<file path="config.mk">
export PLATFORM = sky130hd
export DESIGN_NAME = mem_arbiter
export DESIGN_NICKNAME = d
export VERILOG_FILES = /design/src/rtl/riscv_mem_pkg.sv /design/src/rtl/rr_arb2.sv /design/src/rtl/mem_arbiter.sv
export SDC_FILE = /design/constraint.sdc
export NUM_CORES = 1
export LEC_CHECK = 0
export CAP_MARGIN = 15
export CORE_MARGIN = 5
export CORE_UTILIZATION = 24
export CTS_BUF_LIST = sky130_fd_sc_hd__clkbuf_8 sky130_fd_sc_hd__clkbuf_16
export DETAILED_ROUTE_END_ITERATION = 6
export GPL_ROUTABILITY_DRIVEN = 1
export PLACE_DENSITY_LB_ADDON = 0.15
export SLEW_MARGIN = 20
export SYNTH_ARGS = -nofsm -noshare
export SYNTH_HDL_FRONTEND = slang
export SYNTH_SLANG_ARGS = --single-unit
</file>
<file path="constraint.sdc">
create_clock -name clk -period 5.2 [get_ports clk]
set_input_delay 1.56 -clock clk [delete_from_list [all_inputs] [get_ports clk]]
set_output_delay 1.56 -clock clk [all_outputs]
set_load 0.02 [all_outputs]
</file>
<file path="src/rtl/riscv_mem_pkg.sv">
// ============================================================================
//  Package : riscv_mem_pkg
//  Purpose : Shared types and default sizing for the fetch/data memory
//            arbiter (FSM state encoding, port indices, width defaults).
//  Revision: 1.0 - initial release
// ============================================================================
`default_nettype none

package riscv_mem_pkg;

  localparam int ADDR_W_DEF  = 32;
  localparam int DATA_W_DEF  = 32;
  localparam int TIMEOUT_DEF = 15;

  // Watchdog counter width; TIMEOUT is limited to 1..255.
  localparam int CNT_W = 8;

  // Requester indices inside the two-way round-robin arbiter.
  localparam int PORT_D  = 0;
  localparam int PORT_IF = 1;

  // Last-grant pointer value after reset: pretending fetch went last makes
  // data win the first tie.
  localparam logic LAST_RESET = 1'b1;

  typedef enum logic [1:0] {
    IDLE    = 2'd0,
    BUSY_IF = 2'd1,
    BUSY_D  = 2'd2,
    RESP    = 2'd3
  } state_e;

endpackage

`default_nettype wire

</file>
<file path="src/rtl/rr_arb2.sv">
// ============================================================================
//  Module  : rr_arb2
//  Purpose : Two-requester round-robin arbiter with a last-grant pointer.
//            On a tie the requester that was not granted last wins.
//  Ports   : clk      - clock
//            reset    - asynchronous active-low reset
//            req_i    - request vector (bit 0 data, bit 1 fetch)
//            update_i - record the current grant as "last granted"
//            gnt_o    - one-hot (or zero) combinational grant
//  Revision: 1.0 - initial release
// ============================================================================
`default_nettype none

module rr_arb2
  import riscv_mem_pkg::*;
(
  input  logic       clk,
  input  logic       reset,
  input  logic [1:0] req_i,
  input  logic       update_i,
  output logic [1:0] gnt_o
);

  // 1 = fetch was granted last, 0 = data was granted last.
  logic last_q;

  always_comb begin
    gnt_o = 2'b00;
    case (req_i)
      2'b01:   gnt_o = 2'b01;
      2'b10:   gnt_o = 2'b10;
      2'b11:   gnt_o = last_q ? 2'b01 : 2'b10;
      default: gnt_o = 2'b00;
    endcase
  end

  always_ff @(posedge clk or negedge reset) begin
    if (!reset) begin
      last_q <= LAST_RESET;
    end else if (update_i && (gnt_o != 2'b00)) begin
      last_q <= gnt_o[PORT_IF];
    end
  end

endmodule

`default_nettype wire

</file>
<file path="src/rtl/mem_arbiter.sv">
// ============================================================================
//  Module  : mem_arbiter
//  Purpose : Shares one memory port between an instruction-fetch and a data
//            load/store requester, one transaction outstanding at a time,
//            with round-robin tie break and a no-ack watchdog.
//  Ports   : clk, reset (async active-low)
//            if_req/if_addr -> if_gnt, if_rvalid, if_err, if_rdata
//            d_req/d_we/d_addr/d_wdata/d_be -> d_gnt, d_rvalid, d_err, d_rdata
//            mem_req/mem_we/mem_addr/mem_wdata/mem_be <- mem_ack, mem_rdata
//  Revision: 1.0 - initial release
// ============================================================================
`default_nettype none

module mem_arbiter
  import riscv_mem_pkg::*;
#(
  parameter int ADDR_W  = ADDR_W_DEF,
  parameter int DATA_W  = DATA_W_DEF,
  parameter int TIMEOUT = TIMEOUT_DEF
) (
  input  logic                clk,
  input  logic                reset,
  // instruction fetch
  input  logic                if_req,
  input  logic [ADDR_W-1:0]   if_addr,
  output logic                if_gnt,
  output logic                if_rvalid,
  output logic                if_err,
  output logic [DATA_W-1:0]   if_rdata,
  // data load/store
  input  logic                d_req,
  input  logic                d_we,
  input  logic [ADDR_W-1:0]   d_addr,
  input  logic [DATA_W-1:0]   d_wdata,
  input  logic [DATA_W/8-1:0] d_be,
  output logic                d_gnt,
  output logic                d_rvalid,
  output logic                d_err,
  output logic [DATA_W-1:0]   d_rdata,
  // unified memory port
  output logic                mem_req,
  output logic                mem_we,
  output logic [ADDR_W-1:0]   mem_addr,
  output logic [DATA_W-1:0]   mem_wdata,
  output logic [DATA_W/8-1:0] mem_be,
  input  logic                mem_ack,
  input  logic [DATA_W-1:0]   mem_rdata
);

  localparam int              BE_W    = DATA_W / 8;
  localparam logic [CNT_W-1:0] TMO_CNT = CNT_W'(TIMEOUT);

  state_e              state_q;
  logic [CNT_W-1:0]    cnt_q;
  logic [CNT_W-1:0]    cnt_d;
  logic                rdy_q;

  logic                mem_req_q;
  logic                mem_we_q;
  logic [ADDR_W-1:0]   mem_addr_q;
  logic [DATA_W-1:0]   mem_wdata_q;
  logic [BE_W-1:0]     mem_be_q;
  logic                if_rvalid_q;
  logic                if_err_q;
  logic [DATA_W-1:0]   if_rdata_q;
  logic                d_rvalid_q;
  logic                d_err_q;
  logic [DATA_W-1:0]   d_rdata_q;

  logic                accept_open;
  logic [1:0]          arb_gnt;

  // rdy_q stays low until the first edge after reset release, so no grant
  // can be presented in the partial cycle right after reset deasserts.
  assign accept_open = (state_q == IDLE) && rdy_q;

  rr_arb2 u_rr_arb2 (
    .clk      (clk),
    .reset    (reset),
    .req_i    ({if_req, d_req} & {2{accept_open}}),
    .update_i (accept_open),
    .gnt_o    (arb_gnt)
  );

  assign if_gnt = arb_gnt[PORT_IF];
  assign d_gnt  = arb_gnt[PORT_D];

  // Number of BUSY cycles without ack, including the current one.
  assign cnt_d = cnt_q + 1'b1;

  always_ff @(posedge clk or negedge reset) begin
    if (!reset) begin
      state_q     <= IDLE;
      cnt_q       <= '0;
      rdy_q       <= 1'b0;
      mem_req_q   <= 1'b0;
      mem_we_q    <= 1'b0;
      mem_addr_q  <= '0;
      mem_wdata_q <= '0;
      mem_be_q    <= '0;
      if_rvalid_q <= 1'b0;
      if_err_q    <= 1'b0;
      if_rdata_q  <= '0;
      d_rvalid_q  <= 1'b0;
      d_err_q     <= 1'b0;
      d_rdata_q   <= '0;
    end else begin
      rdy_q       <= 1'b1;
      // Response strobes are single-cycle pulses.
      if_rvalid_q <= 1'b0;
      if_err_q    <= 1'b0;
      d_rvalid_q  <= 1'b0;
      d_err_q     <= 1'b0;

      case (state_q)
        IDLE: begin
          if (d_gnt) begin
            mem_req_q   <= 1'b1;
            mem_we_q    <= d_we;
            mem_addr_q  <= d_addr;
            mem_wdata_q <= d_wdata;
            mem_be_q    <= d_be;
            cnt_q       <= '0;
            state_q     <= BUSY_D;
          end else if (if_gnt) begin
            mem_req_q   <= 1'b1;
            mem_we_q    <= 1'b0;
            mem_addr_q  <= if_addr;
            mem_wdata_q <= '0;
            mem_be_q    <= {BE_W{1'b1}};
            cnt_q       <= '0;
            state_q     <= BUSY_IF;
          end
        end

        BUSY_IF, BUSY_D: begin
          // An ack in the very cycle the watchdog expires still wins.
          if (mem_ack) begin
            mem_req_q <= 1'b0;
            state_q   <= RESP;
            if (state_q == BUSY_IF) begin
              if_rvalid_q <= 1'b1;
              if_rdata_q  <= mem_rdata;
            end else begin
              d_rvalid_q  <= 1'b1;
              d_rdata_q   <= mem_rdata;
            end
          end else if (cnt_d == TMO_CNT) begin
            mem_req_q <= 1'b0;
            state_q   <= RESP;
            if (state_q == BUSY_IF) begin
              if_rvalid_q <= 1'b1;
              if_err_q    <= 1'b1;
              if_rdata_q  <= '0;
            end else begin
              d_rvalid_q  <= 1'b1;
              d_err_q     <= 1'b1;
              d_rdata_q   <= '0;
            end
          end else begin
            cnt_q <= cnt_d;
          end
        end

        RESP: begin
          state_q <= IDLE;
        end

        default: begin
          state_q <= IDLE;
        end
      endcase
    end
  end

  assign mem_req   = mem_req_q;
  assign mem_we    = mem_we_q;
  assign mem_addr  = mem_addr_q;
  assign mem_wdata = mem_wdata_q;
  assign mem_be    = mem_be_q;
  assign if_rvalid = if_rvalid_q;
  assign if_err    = if_err_q;
  assign if_rdata  = if_rdata_q;
  assign d_rvalid  = d_rvalid_q;
  assign d_err     = d_err_q;
  assign d_rdata   = d_rdata_q;

endmodule

`default_nettype wire

</file>
==> impl_metrics.env <==
export IMPL_status="completed"
export IMPL_tightest_slew_ns=1.09
export IMPL_required_ns=3.64
export IMPL_hold_viol_final=0
export IMPL_cts_buffers=17
export IMPL_cp_start_kind="primary input"
export IMPL_finalWorstSetupSlack_ns=0.379
export IMPL_rsz0062_at_grt="no"
export IMPL_pre_cts_ws_ns=0.351
export IMPL_clkPwrFrac_pct=19.5
export IMPL_syn_num_nets=672
export IMPL_p_comb_share_pct=48.9
export IMPL_ys_warn_count=0
export IMPL_firstDrtPassIters=4
export IMPL_place_hpwl_um=14700
export IMPL_r2r_cells=7
export IMPL_tns_ns=0
export IMPL_clk_path_buf_depth=2
export IMPL_netlist_top_cell_by_area="dfrtp_1"
export IMPL_seq_area_um2=3750
export IMPL_synthCells=529
export IMPL_dp_cells=1096
export IMPL_die_area_um2=29100
export IMPL_top_layer="met4"
export IMPL_pwr_density_cell_nw_per_um2=649
export IMPL_design_core_area_um2=25300
export IMPL_netlist_area_leader_share_pct=60.2
export IMPL_cp_max_fo=4
export IMPL_final_util_pct=38.7
export IMPL_p_sw_share_pct=39.6
export IMPL_crit_path_end_kind="primary output"
export IMPL_clock_fmax_mhz=207
export IMPL_syn_to_final_growth_pct=58.1
export IMPL_internal_power_uw=3840
export IMPL_r2r_end="d_rdata[14]"
export IMPL_reg2reg_slack_ns=2.37
export IMPL_path_clk_slew_ns=0.06
export IMPL_synth_edff_count=0
export IMPL_htreeDepth=4
export IMPL_synth_seq_area_share_pct=60.6
export IMPL_p_switching_uw=2520
export IMPL_fin_crit_ns=4.82
export IMPL_final_area_um2=9790
export IMPL_rows=58
export IMPL_ios=278
export IMPL_synth_common_cells="dfrtp_1 (149), nand2_1 (75), a32o_1 (64), nor2_1 (39), clkbuf_1 (36)"
export IMPL_dieHeight_um=171
export IMPL_vias=5470
export IMPL_cts_sinks=150
export IMPL_drive_gt1_share_pct=7.03
export IMPL_grt_pass1_vias=5846
export IMPL_critPathArrivalTime_ns=3.26
export IMPL_synth_area_um2=6190
export IMPL_portBuffers=277
export IMPL_power_frac_seq_pct=31.6
export IMPL_ys_top_cells_by_area="dfrtp_1 (60%), a32o_1 (10%), a22o_1 (4.7%), nand2_1 (4.5%), a31oi_1 (3.3%)"
export IMPL_clock_skew_final_ns=0.00821
export IMPL_synth_avg_cell_area_um2=11.7
export IMPL_max_slew_margin_pct=27.3
export IMPL_start_util_pct=24.5
export IMPL_viasPerCell=4.85
export IMPL_hold_end="d_rdata[31]"
export IMPL_r2r_start="state_q[0]"
export IMPL_grt_util_all_layers_pct=14.2
export IMPL_drc_errors=0
export IMPL_diodes=0
export IMPL_ys_flop_type="dfrtp_1"
export IMPL_min_path_cells=1
export IMPL_ys_ff_latch=150
export IMPL_wl_met3_um=2490
export IMPL_cts_tree="yes"
export IMPL_critPathKind="primary input to primary output"
export IMPL_die_w_um=171
export IMPL_cellLeakagePower_uw=0.00404
export IMPL_antenna_found_initial=0
export IMPL_multi_input_area_um2=2170
export IMPL_peakVddDrop_uv=405
export IMPL_dr_wl_met2_um=9580
export IMPL_cap_violations=0
export IMPL_cts_root_buf="clkbuf_16"
export IMPL_finalSetupViolations=0
export IMPL_fill_cells=2456
export IMPL_wl_met1_um=8900
export IMPL_grt_pass1_wl_um=32700
export IMPL_finalCritPeriodShare_pct=92.7
export IMPL_synthArstFlopShare_pct=100
export IMPL_postCtsSetupRepairBufs=0
export IMPL_cts_resized_gates=0
export IMPL_slew_violations=0
export IMPL_synthDistinctLibCells=49
export IMPL_routed_wl_um=21200
export IMPL_grt_ovfl_total=0
export IMPL_yosysMostFrequentCell="dfrtp_1"
export IMPL_grt_max_degree=97
export IMPL_wl_per_cell_um=18.8
export IMPL_clock_latency_ns=0.42
export IMPL_final_nets=928
export IMPL_detail_route_antenna_nets=0
export IMPL_placed_area_um2=9210
export IMPL_place_gp_congestion=0.829
export IMPL_min_from="d_rdata[31]"
export IMPL_cts_hold_buf=0
export IMPL_min_path_type="flop to flop"
export IMPL_fin_cells=1127
export IMPL_first_iter_violations=396
## power groups by stage
stage / registers, uW / logic, uW / clock network [uW]
2_1_floorplan: 2600 / 1050 / 0
3_3_place_gp: 2000 / 3110 / 0
3_5_place_dp: 2020 / 3150 / 0
4_1_cts: 2010 / 3150 / 1280
5_1_grt: 2080 / 3330 / 1320
6_report: 2010 / 3110 / 1240
## cell usage in the layout (no fill, tap or decap), types with 6 or more instances in the layout
master / n
buf_4: 9
inv_1: 7
clkdlybuf4s50_1: 275
a21oi_1: 8
a32o_1: 64
nor2_1: 38
dfrtp_1: 149
o21ai_0: 6
a31oi_1: 33
a22o_1: 33
nand2_1: 75
clkbuf_16: 17
## worst max path at each step
stage,startpoint,endpoint,slack (ns),cells after the start
3_3_place_gp,d_req,d_gnt,0.34,5
6_report,d_req,d_gnt,0.38,5
2_1_floorplan,if_req,d_gnt,1.01,5
3_5_place_dp,d_req,d_gnt,0.35,5
5_1_grt,d_req,d_gnt,0.28,5
4_1_cts,d_req,d_gnt,0.35,5
## logic make-up after synthesis
group	synth area share, %
buffers and inverters	4.34
flip-flops	60.6
adder cells (fa/ha/maj)	1.01
AO/OA/AOI/OAI	23.8
AND/OR/NAND/NOR	10.0
other	0.0605
multiplexers	0.162
## state kept, by name (all words and copies together), names as in the netlist
register,count
rdy_q,1
if_rdata,32
mem_wdata,32
state_q,2
if_rvalid,1
if_err,1
u_rr_arb2.last_q,1
cnt_q,8
mem_we,1
d_err,1
mem_be,4
d_rdata,32
mem_addr,32
d_rvalid,1
mem_req,1
## cell type report
class,count,share of cell area (%)
clock inverter,14,1.58
clock buffer,17,4.34
multi-input combinational,320,22.2
sequential,150,38.3
timing repair buffer,286,29.0
tap,330,4.22
inverter,10,0.383
## per-stage QoR
stage / total power, uW / hold WS, ns
6_report: 6360 / 0.491
3_5_place_dp: 5170 / 0.480
2_1_floorplan: 3650 / 0.491
4_1_cts: 6450 / 0.495
3_3_place_gp: 5110 / 0.474
5_1_grt: 6730 / 0.500
## per-layer routing
| metal | GRT usage, % | up-vias |
|---|---|---|
| met3 | 6.75 | 17 |
| met4 | 4.24 | 0 |
| met2 | 22.2 | 250 |
| met1 | 17.5 | 2707 |
| met5 | 0 | - |
| li1 | - | 2496 |
## critical path: stages
cell and delay, ns:
clkdlybuf4s50_1 0.52, nand3_1 0.12, or2_2 0.34, inv_2 0.07, clkdlybuf4s50_1 0.64
No activity file was read; power rests on OpenSTA's default activity.
